==> src/rtl/serial_subtractor_pkg.sv <==
`default_nettype none
// ============================================================================
//  Module   : serial_subtractor_pkg
//  Brief    : Shared definitions for the bit-serial subtractor: FSM state
//             encoding and the iteration-counter width helper.
//  Revision : 1.0 - initial release
// ============================================================================
package serial_subtractor_pkg;

  // FSM state encoding shared with the rest of the ALU datapath
  typedef enum logic [1:0] {
    IDLE = 2'd0,
    RUN  = 2'd1,
    DONE = 2'd2
  } state_t;

  // Width of the bit counter that walks 0..width-1 (at least one bit)
  function automatic int count_width(input int width);
    return (width <= 2) ? 1 : $clog2(width);
  endfunction

endpackage
`default_nettype wire

==> src/rtl/serial_subtractor_full_subtractor.sv <==
`default_nettype none
// ============================================================================
//  Module   : full_subtractor
//  Brief    : Gate-level 1-bit full subtractor cell.
//             d = a ^ b ^ bin ; bout = (~a & b) | (~(a ^ b) & bin)
//  Revision : 1.0 - initial release
// ============================================================================
module full_subtractor (
  input  logic a,
  input  logic b,
  input  logic bin,
  output logic d,
  output logic bout
);

  wire a_xor_b;
  wire a_n;
  wire xnor_ab;
  wire brw_gen;
  wire brw_prop;

  xor g_xor0 (a_xor_b, a, b);
  xor g_xor1 (d, a_xor_b, bin);
  not g_not0 (a_n, a);
  and g_and0 (brw_gen, a_n, b);
  not g_not1 (xnor_ab, a_xor_b);
  and g_and1 (brw_prop, xnor_ab, bin);
  or  g_or0  (bout, brw_gen, brw_prop);

endmodule
`default_nettype wire

==> src/rtl/serial_subtractor.sv <==
`default_nettype none
// ============================================================================
//  Module   : serial_subtractor
//  Brief    : Bit-serial subtractor, diff = a - b - bin, one bit per clock,
//             LSB first, using a single full_subtractor cell and a borrow flop.
//             Optional macro SERIAL_SUB_FLAGS_EN adds zero/neg/ovf flags.
//  Revision : 1.0 - initial release
// ============================================================================
module serial_subtractor
  import serial_subtractor_pkg::*;
#(
  parameter int WIDTH = 32
) (
  input  logic             clk,
  input  logic             rst,
  input  logic             start,
  input  logic [WIDTH-1:0] a,
  input  logic [WIDTH-1:0] b,
  input  logic             bin,
  output logic             busy,
  output logic             done,
  output logic [WIDTH-1:0] diff,
  output logic             bout
`ifdef SERIAL_SUB_FLAGS_EN
  ,
  output logic             zero,
  output logic             neg,
  output logic             ovf
`endif
);

  localparam int            CW   = count_width(WIDTH);
  localparam logic [CW-1:0] LAST = CW'(WIDTH - 1);

  state_t           state;
  // a_sh doubles as the result shift register: difference bits enter at the
  // MSB as minuend bits leave at the LSB, so after WIDTH steps it holds diff.
  logic [WIDTH-1:0] a_sh;
  logic [WIDTH-1:0] b_sh;
  logic             br;
  logic [CW-1:0]    count;
  logic             d_bit;
  logic             br_next;
  logic [WIDTH-1:0] result;

`ifdef SERIAL_SUB_FLAGS_EN
  // Operand sign bits are shifted out early, so keep them for overflow
  logic             a_msb;
  logic             b_msb;
`endif

  full_subtractor u_cell (
    .a    (a_sh[0]),
    .b    (b_sh[0]),
    .bin  (br),
    .d    (d_bit),
    .bout (br_next)
  );

  assign result = {d_bit, a_sh[WIDTH-1:1]};

  // Control FSM plus serial datapath; all outputs are registered here
  always_ff @(posedge clk or posedge rst) begin
    if (rst) begin
      state <= IDLE;
      busy  <= 1'b0;
      done  <= 1'b0;
      diff  <= '0;
      bout  <= 1'b0;
      count <= '0;
      a_sh  <= '0;
      b_sh  <= '0;
      br    <= 1'b0;
`ifdef SERIAL_SUB_FLAGS_EN
      zero  <= 1'b0;
      neg   <= 1'b0;
      ovf   <= 1'b0;
      a_msb <= 1'b0;
      b_msb <= 1'b0;
`endif
    end else begin
      case (state)
        IDLE, DONE: begin
          done <= 1'b0;
          if (start) begin
            a_sh  <= a;
            b_sh  <= b;
            br    <= bin;
            count <= '0;
            busy  <= 1'b1;
            state <= RUN;
`ifdef SERIAL_SUB_FLAGS_EN
            a_msb <= a[WIDTH-1];
            b_msb <= b[WIDTH-1];
`endif
          end else begin
            state <= IDLE;
          end
        end
        RUN: begin
          a_sh  <= result;
          b_sh  <= {1'b0, b_sh[WIDTH-1:1]};
          br    <= br_next;
          count <= count + CW'(1);
          if (count == LAST) begin
            state <= DONE;
            busy  <= 1'b0;
            done  <= 1'b1;
            diff  <= result;
            bout  <= br_next;
`ifdef SERIAL_SUB_FLAGS_EN
            zero  <= (result == '0);
            neg   <= d_bit;
            ovf   <= (a_msb ^ b_msb) & (a_msb ^ d_bit);
`endif
          end
        end
        default: begin
          state <= IDLE;
          busy  <= 1'b0;
          done  <= 1'b0;
        end
      endcase
    end
  end

endmodule
`default_nettype wire

==> config.mk <==
export PLATFORM = sky130hd
export DESIGN_NAME = serial_subtractor
export DESIGN_NICKNAME = d
export VERILOG_FILES = /design/src/rtl/serial_subtractor_pkg.sv /design/src/rtl/serial_subtractor_full_subtractor.sv /design/src/rtl/serial_subtractor.sv
export SDC_FILE = /design/constraint.sdc
export NUM_CORES = 1
export LEC_CHECK = 0
export CORE_UTILIZATION = 25
export DETAILED_ROUTE_END_ITERATION = 8
export PLACE_DENSITY = 0.46
export SYNTH_ARGS = -nofsm -noshare
export SYNTH_HDL_FRONTEND = slang
export SYNTH_SLANG_ARGS = --single-unit
export TNS_END_PERCENT = 30
==> constraint.sdc <==
create_clock -name clk -period 3.4 [get_ports clk]
set_input_delay 0.68 -clock clk [delete_from_list [all_inputs] [get_ports clk]]
set_output_delay 0.68 -clock clk [all_outputs]
set_load 0.005 [all_outputs]
Yosys cells after proc, flatten, opt, wreduce, memory -nomap -nowiden
Index checks and enable logic that the tools add are counted.

Word-level logic and storage cells: 44. Bits of input ports: 68. Register bits: 107.

Eq/ne operators: 5. $add $sub $neg: 1. Reductions and logical operators: 6. Bitwise logic cells: 7. Multiplexer cells: 16.

Operators by type and width (count): $pmux 32 s2 (2); $mux 32 (2); $pmux 5 s2 (1); $mux 1 (6); $reduce_and 2->1 (3); $add 5x1->5 const B (1); $eq 5x5->1 const B (1); $mux 5 (1); $ne 2x2->1 const B (2); $pmux 1 s2 (2); $pmux 2 s2 (1); $and 1x1->1 (2); $eq 2x1->1 const B (1); $eq 2x2->1 const B (1); $logic_not 2->1 (1); $mux 2 (1); $not 1->1 (2); $reduce_bool 2->1 (1); $reduce_or 2->1 (1); $xor 1x1->1 (2); $or 1x1->1 (1).

Logic depth before layout (Yosys ltp)
Depth after elaboration: 5. Depth in mapped cells: 7. Mapped depth without buffers: 6.

Cells and area by module
Synthesis repeated with hierarchy kept, for this count alone.

Cell total of the unflattened synthesis: 395. Area, all modules: 4568.1 um^2.

By module, submodules not included: serial_subtractor (instances 1, area an instance 4536.9 um^2, sequential area each 2652.5 um^2, cells an instance 391); full_subtractor (instances 1, area an instance 31.3 um^2, sequential area each 0.0 um^2, cells an instance 4).

Least setup slack after synthesis
Ideal clock, no wire load.

Kind: reg2reg. From: register count[0]. To: register diff[10]. Arrival time: 1.690 ns. Buffers on the path: 1. Cell stages (with the launch flop): 7. Path slack: 1.585 ns. Path through: dfrtp_1 > ha_1 > and3_1 > ha_1 > nand3b_2 > buf_2 > mux2_2.

Cells in the longest elaborated chain, start to end: 2.

RTL lines: from (decl) (RTL line serial_subtractor.sv:41) `logic [CW-1:0] count;`; from (signal assigned) (RTL line serial_subtractor.sv:104) `count <= count + CW'(1);`; $eq 5x5->1 (RTL line serial_subtractor.sv:105) `if (count == LAST) begin`; $reduce_and 2->1 (no line); to (signal assigned) (RTL line serial_subtractor.sv:109) `diff <= result;`; to (decl) (RTL line serial_subtractor.sv:22) `output logic [WIDTH-1:0] diff,`.

No other way between the ends. A chain may end at the register's enable or synchronous reset.

Final worst setup path
From: register count[0]. To: register diff[0].

The elaborated chain is that of the path after synthesis.

==> flow_results.org <==
** Outcome
- Run status :: completed

** Critical path
- CP top delay family :: adder cells
- STA puts the critical path data required time at 3.63 ns.
- Type of destination of the critical path :: flip-flop
- Of all nets on the critical path, the largest fanout is 29.
- The slowest stage of the critical path is the sky130_fd_sc_hd__buf_4 cell.
- Buffers & Inverters on Critical Path :: 1
- STA classifies the critical path startpoint as a flip-flop.
- In this design, the critical path's most frequently occurring cell is sky130_fd_sc_hd__ha_1.
- Walking the worst path, the cells encountered are ha_1, and3_1, ha_1, nand3b_2, buf_4, mux2_2.
- In this design, the stage delay of the slowest critical-path cell is 0.43 ns.
- Worst Setup Path Type :: flip-flop to flip-flop
- CP arrival :: 2.42 ns

** Power and ir drop
- Peak supply drop :: 0.260 mV
- For this design the ratio of total power to cell area is 841 nW/µm².
- Leak Pwr :: 0.00263 µW
- The completed layout was analyzed and its total power is 5020 µW.

** Synthesis
- After synthesis, the netlist uses 25 different library cells.
- Post-synthesis sequential area ratio :: 59.7%
- Yosys top cell area share :: 59.7%
- Post-synth EDFFs :: 0
- The most common cell in the synthesized netlist is sky130_fd_sc_hd__dfrtp_1.
- Largest area contributor in the netlist :: sky130_fd_sc_hd__dfrtp_1
- By area the synthesized netlist is led by sky130_fd_sc_hd__dfrtp_1 60%, sky130_fd_sc_hd__a22oi_1 10%, sky130_fd_sc_hd__mux2_2 8.1%.
- In the synthesized netlist the dominant register cell turns out to be sky130_fd_sc_hd__dfrtp_1.
- Synth Instances :: 394
- After synthesis the cells add up to 4450 µm².
- Warning count from the yosys run :: 0
- Syn nets :: 465
- Total of flip-flops plus latches after synthesis :: 106
- Share of synthesized registers carrying an async set or reset :: 100%
- Most used standard cells in the synthesized netlist :: 106 x sky130_fd_sc_hd__dfrtp_1, 65 x sky130_fd_sc_hd__nand2_1, 63 x sky130_fd_sc_hd__nand3_1, 62 x sky130_fd_sc_hd__a22oi_1, 32 x sky130_fd_sc_hd__mux2_2
- After synthesis, the mean cell area works out to 11.3 µm².

** Cells and area
- For this run, the share of the core covered by cells in the final layout is 34.4%.
- The post-route netlist has 12.7% of its cells at a drive strength greater than 1.
- Nets@finish :: 554
- Summing all flip-flop and latch instances after layout gives 2650 µm².
- Final Instance Count excl. Fillers :: 712
- Area growth, synth to finish :: 34.4%
- Summing all multi-input logic gate instances after layout gives 1620 µm².
- Fill cells in the final layout number 1707.
- Count of antenna diodes in the layout :: 0

** STA
- Fmax :: 457 MHz
- Setup repair after global routing left no endpoint under its margin.
- The worst path needs 2.19 ns of the cycle, external delays included.
- Final Hold Fails :: 0
- Max-slew violation count :: 0
- Transition time of the tightest slew-check pin :: 1.04 ns
- Headroom to the max-slew limit :: 30.8%
- Dividing the final minimum period by the clock period gives 64.4%.
- Setup violations remaining at the end of the flow were counted as 0.
- The clock arrives with 0.00604 ns of skew.
- Adding up every negative setup slack in the final design gives 0 ns.
- Fin worst setup slack :: 1.21 ns

** Run
- Across the run, the number of max-cap violations was 0.

** Global routing
- First-pass GRT wire length :: 18200 µm
- The initial antenna violation count was 0.
- For this run the aggregate overflow at the end of global routing stands at 0.
- Via count of the first global-routing pass :: 3419
- Global routing used 12.9% of the available tracks across all layers.
- Largest net degree at the start of global routing :: 87

** Floorplan
- Number of ports placed on the die boundary :: 103
- Total die area :: 18300 µm²
- Core area :: 17400 µm²
- Once the floorplan was initialized, standard cells occupied 25.6% of the core.
- The die is 135 µm wide.
- Row Count :: 48
- The die is 135 µm tall.

** Clock tree
- TritonCTS built the clock tree.
- CTS sink cnt :: 106
- Once the clock tree was built, the setup fixing pass inserted 0 buffers.
- Number of resized instances in the post-cts repair step :: 0
- Clock-pin slew was measured on the worst setup and hold paths at 0.07 ns.
- Hold-fix buffers at CTS :: 0
- The number of clock buffers added by TritonCTS is 9.
- The longest clock path from root to sink contains 2 buffers.
- Clock tree synthesis selected as its root buffer the cell sky130_fd_sc_hd__clkbuf_16.
- The H-tree generated during clock tree synthesis spans 3 levels.
- The clock reaches the later pin of the worst-skew pair after 0.35 ns.

** Hold path
- The min-delay analysis places its worst path in the category flip-flop to flip-flop.

** Route
- Routed vias/inst :: 4.71
- In the routed design, unresolved DRC markers number 0.
- DRC violation total after the first TritonRoute iteration :: 186
- The final route contains 3354 vias.
- Wires add up to 11300 µm.
- WL/cell :: 15.9 µm
- Detailed Routing Iterations Pass 1 :: 4
- Number of nets still failing antenna checks after routing :: 0

** Placement
- The count of buffers added on input and output ports is 102.
- GPL Wtd Cong :: 0.697
- DP HPWL :: 7240 µm
- Once placement completed, the tool counted placed cells totaling 697.
- Post-place setup slack :: 1.06 ns
==> worst paths after layout <==
| path | slack (ns) | start | depth (start not counted) | end |
|---|---|---|---|---|
| max in group asynchronous | 1.86 | rst | 3 | diff[8] |
| hold reg to reg | 0.48 | count[3] | 1 | count[3] |
| setup / recovery | 1.21 | count[0] | 6 | diff[0] |
| hold / removal | 0.48 | count[3] | 1 | count[3] |
| setup reg to reg | 1.21 | count[0] | 6 | diff[0] |
| min in group asynchronous | 0.72 | rst | 2 | b_sh[9] |
==> per-layer routing <==
layer  wire, µm  global-route usage, %  up-vias
met5          0                      0        -
met4        142                   4.24        0
met3        435                   2.88       10
met2       5450                   21.3       82
met1       5290                   16.7     1676
li1           -                      -     1586
==> flip-flops by register name, summed over array words and instances, names as in the netlist <==
name,flops
count,5
a_sh,32
done,1
br,1
diff,32
busy,1
state,1
bout,1
b_sh,32
==> cells in the final DEF, fill, tap and decap left out <==
| cell | n |
|---|---|
| sky130_fd_sc_hd__dfrtp_1 | 106 |
| sky130_fd_sc_hd__clkdlybuf4s50_1 | 102 |
| sky130_fd_sc_hd__nand2_1 | 65 |
| sky130_fd_sc_hd__nand3_1 | 63 |
| sky130_fd_sc_hd__a22oi_1 | 62 |
| sky130_fd_sc_hd__mux2_2 | 32 |
| sky130_fd_sc_hd__clkbuf_16 | 9 |
| sky130_fd_sc_hd__buf_4 | 9 |
| sky130_fd_sc_hd__o21ai_0 | 4 |
| sky130_fd_sc_hd__nor2_1 | 4 |
| sky130_fd_sc_hd__clkbuf_8 | 4 |
| sky130_fd_sc_hd__inv_1 | 3 |
| sky130_fd_sc_hd__a22o_1 | 3 |
| sky130_fd_sc_hd__nor2b_4 | 2 |
| sky130_fd_sc_hd__nand2b_2 | 2 |
| sky130_fd_sc_hd__clkinvlp_4 | 2 |
| sky130_fd_sc_hd__a221o_1 | 2 |
| sky130_fd_sc_hd__mux2i_1 | 2 |
| sky130_fd_sc_hd__ha_1 | 2 |
| sky130_fd_sc_hd__and3_1 | 1 |
| sky130_fd_sc_hd__nand3b_2 | 1 |
| sky130_fd_sc_hd__nor3b_1 | 1 |
| sky130_fd_sc_hd__a21o_1 | 1 |
| sky130_fd_sc_hd__nand4_1 | 1 |
| sky130_fd_sc_hd__nor3_1 | 1 |
| sky130_fd_sc_hd__fa_1 | 1 |
| sky130_fd_sc_hd__clkbuf_1 | 1 |
| sky130_fd_sc_hd__buf_12 | 1 |
==> cell type report <==
type | instances | area share (%)
clock inverters | 1 | 0.126
well taps | 225 | 4.71
flip-flops and latches | 106 | 44.4
multi-input cells | 250 | 27.1
clock buffers | 14 | 4.75
repair buffers | 112 | 18.6
inverters | 4 | 0.314
==> through the flow <==
| step | hold slack, ns | instance area [µm²] |
|---|---|---|
| final | 0.482 | 5970 |
| after global routing | 0.521 | 5970 |
| after CTS | 0.482 | 5970 |
| after detailed placement | 0.471 | 5680 |
| after global placement | 0.462 | 5680 |
| after floorplan | 0.437 | 4450 |
==> logic make-up (layout without fill, tap and decap cells) <==
family	Yosys count	after routing	synth area share, %
adder cells (fa/ha/maj)	3	3	1.01
flip-flops	106	106	59.7
AND/OR/NAND/NOR	141	141	14.3
AO/OA/AOI/OAI	72	72	12.1
multiplexers	34	34	8.56
buffers and inverters	38	131	4.33
==> power by group <==
group          total [µW]  internal (µW)  switching (µW)  leakage, µW
clock network        1020            574             444     0.000141
registers            2170           1830             344      0.00129
logic                1830            952             879      0.00120
No activity file was read; power rests on OpenSTA's default activity.
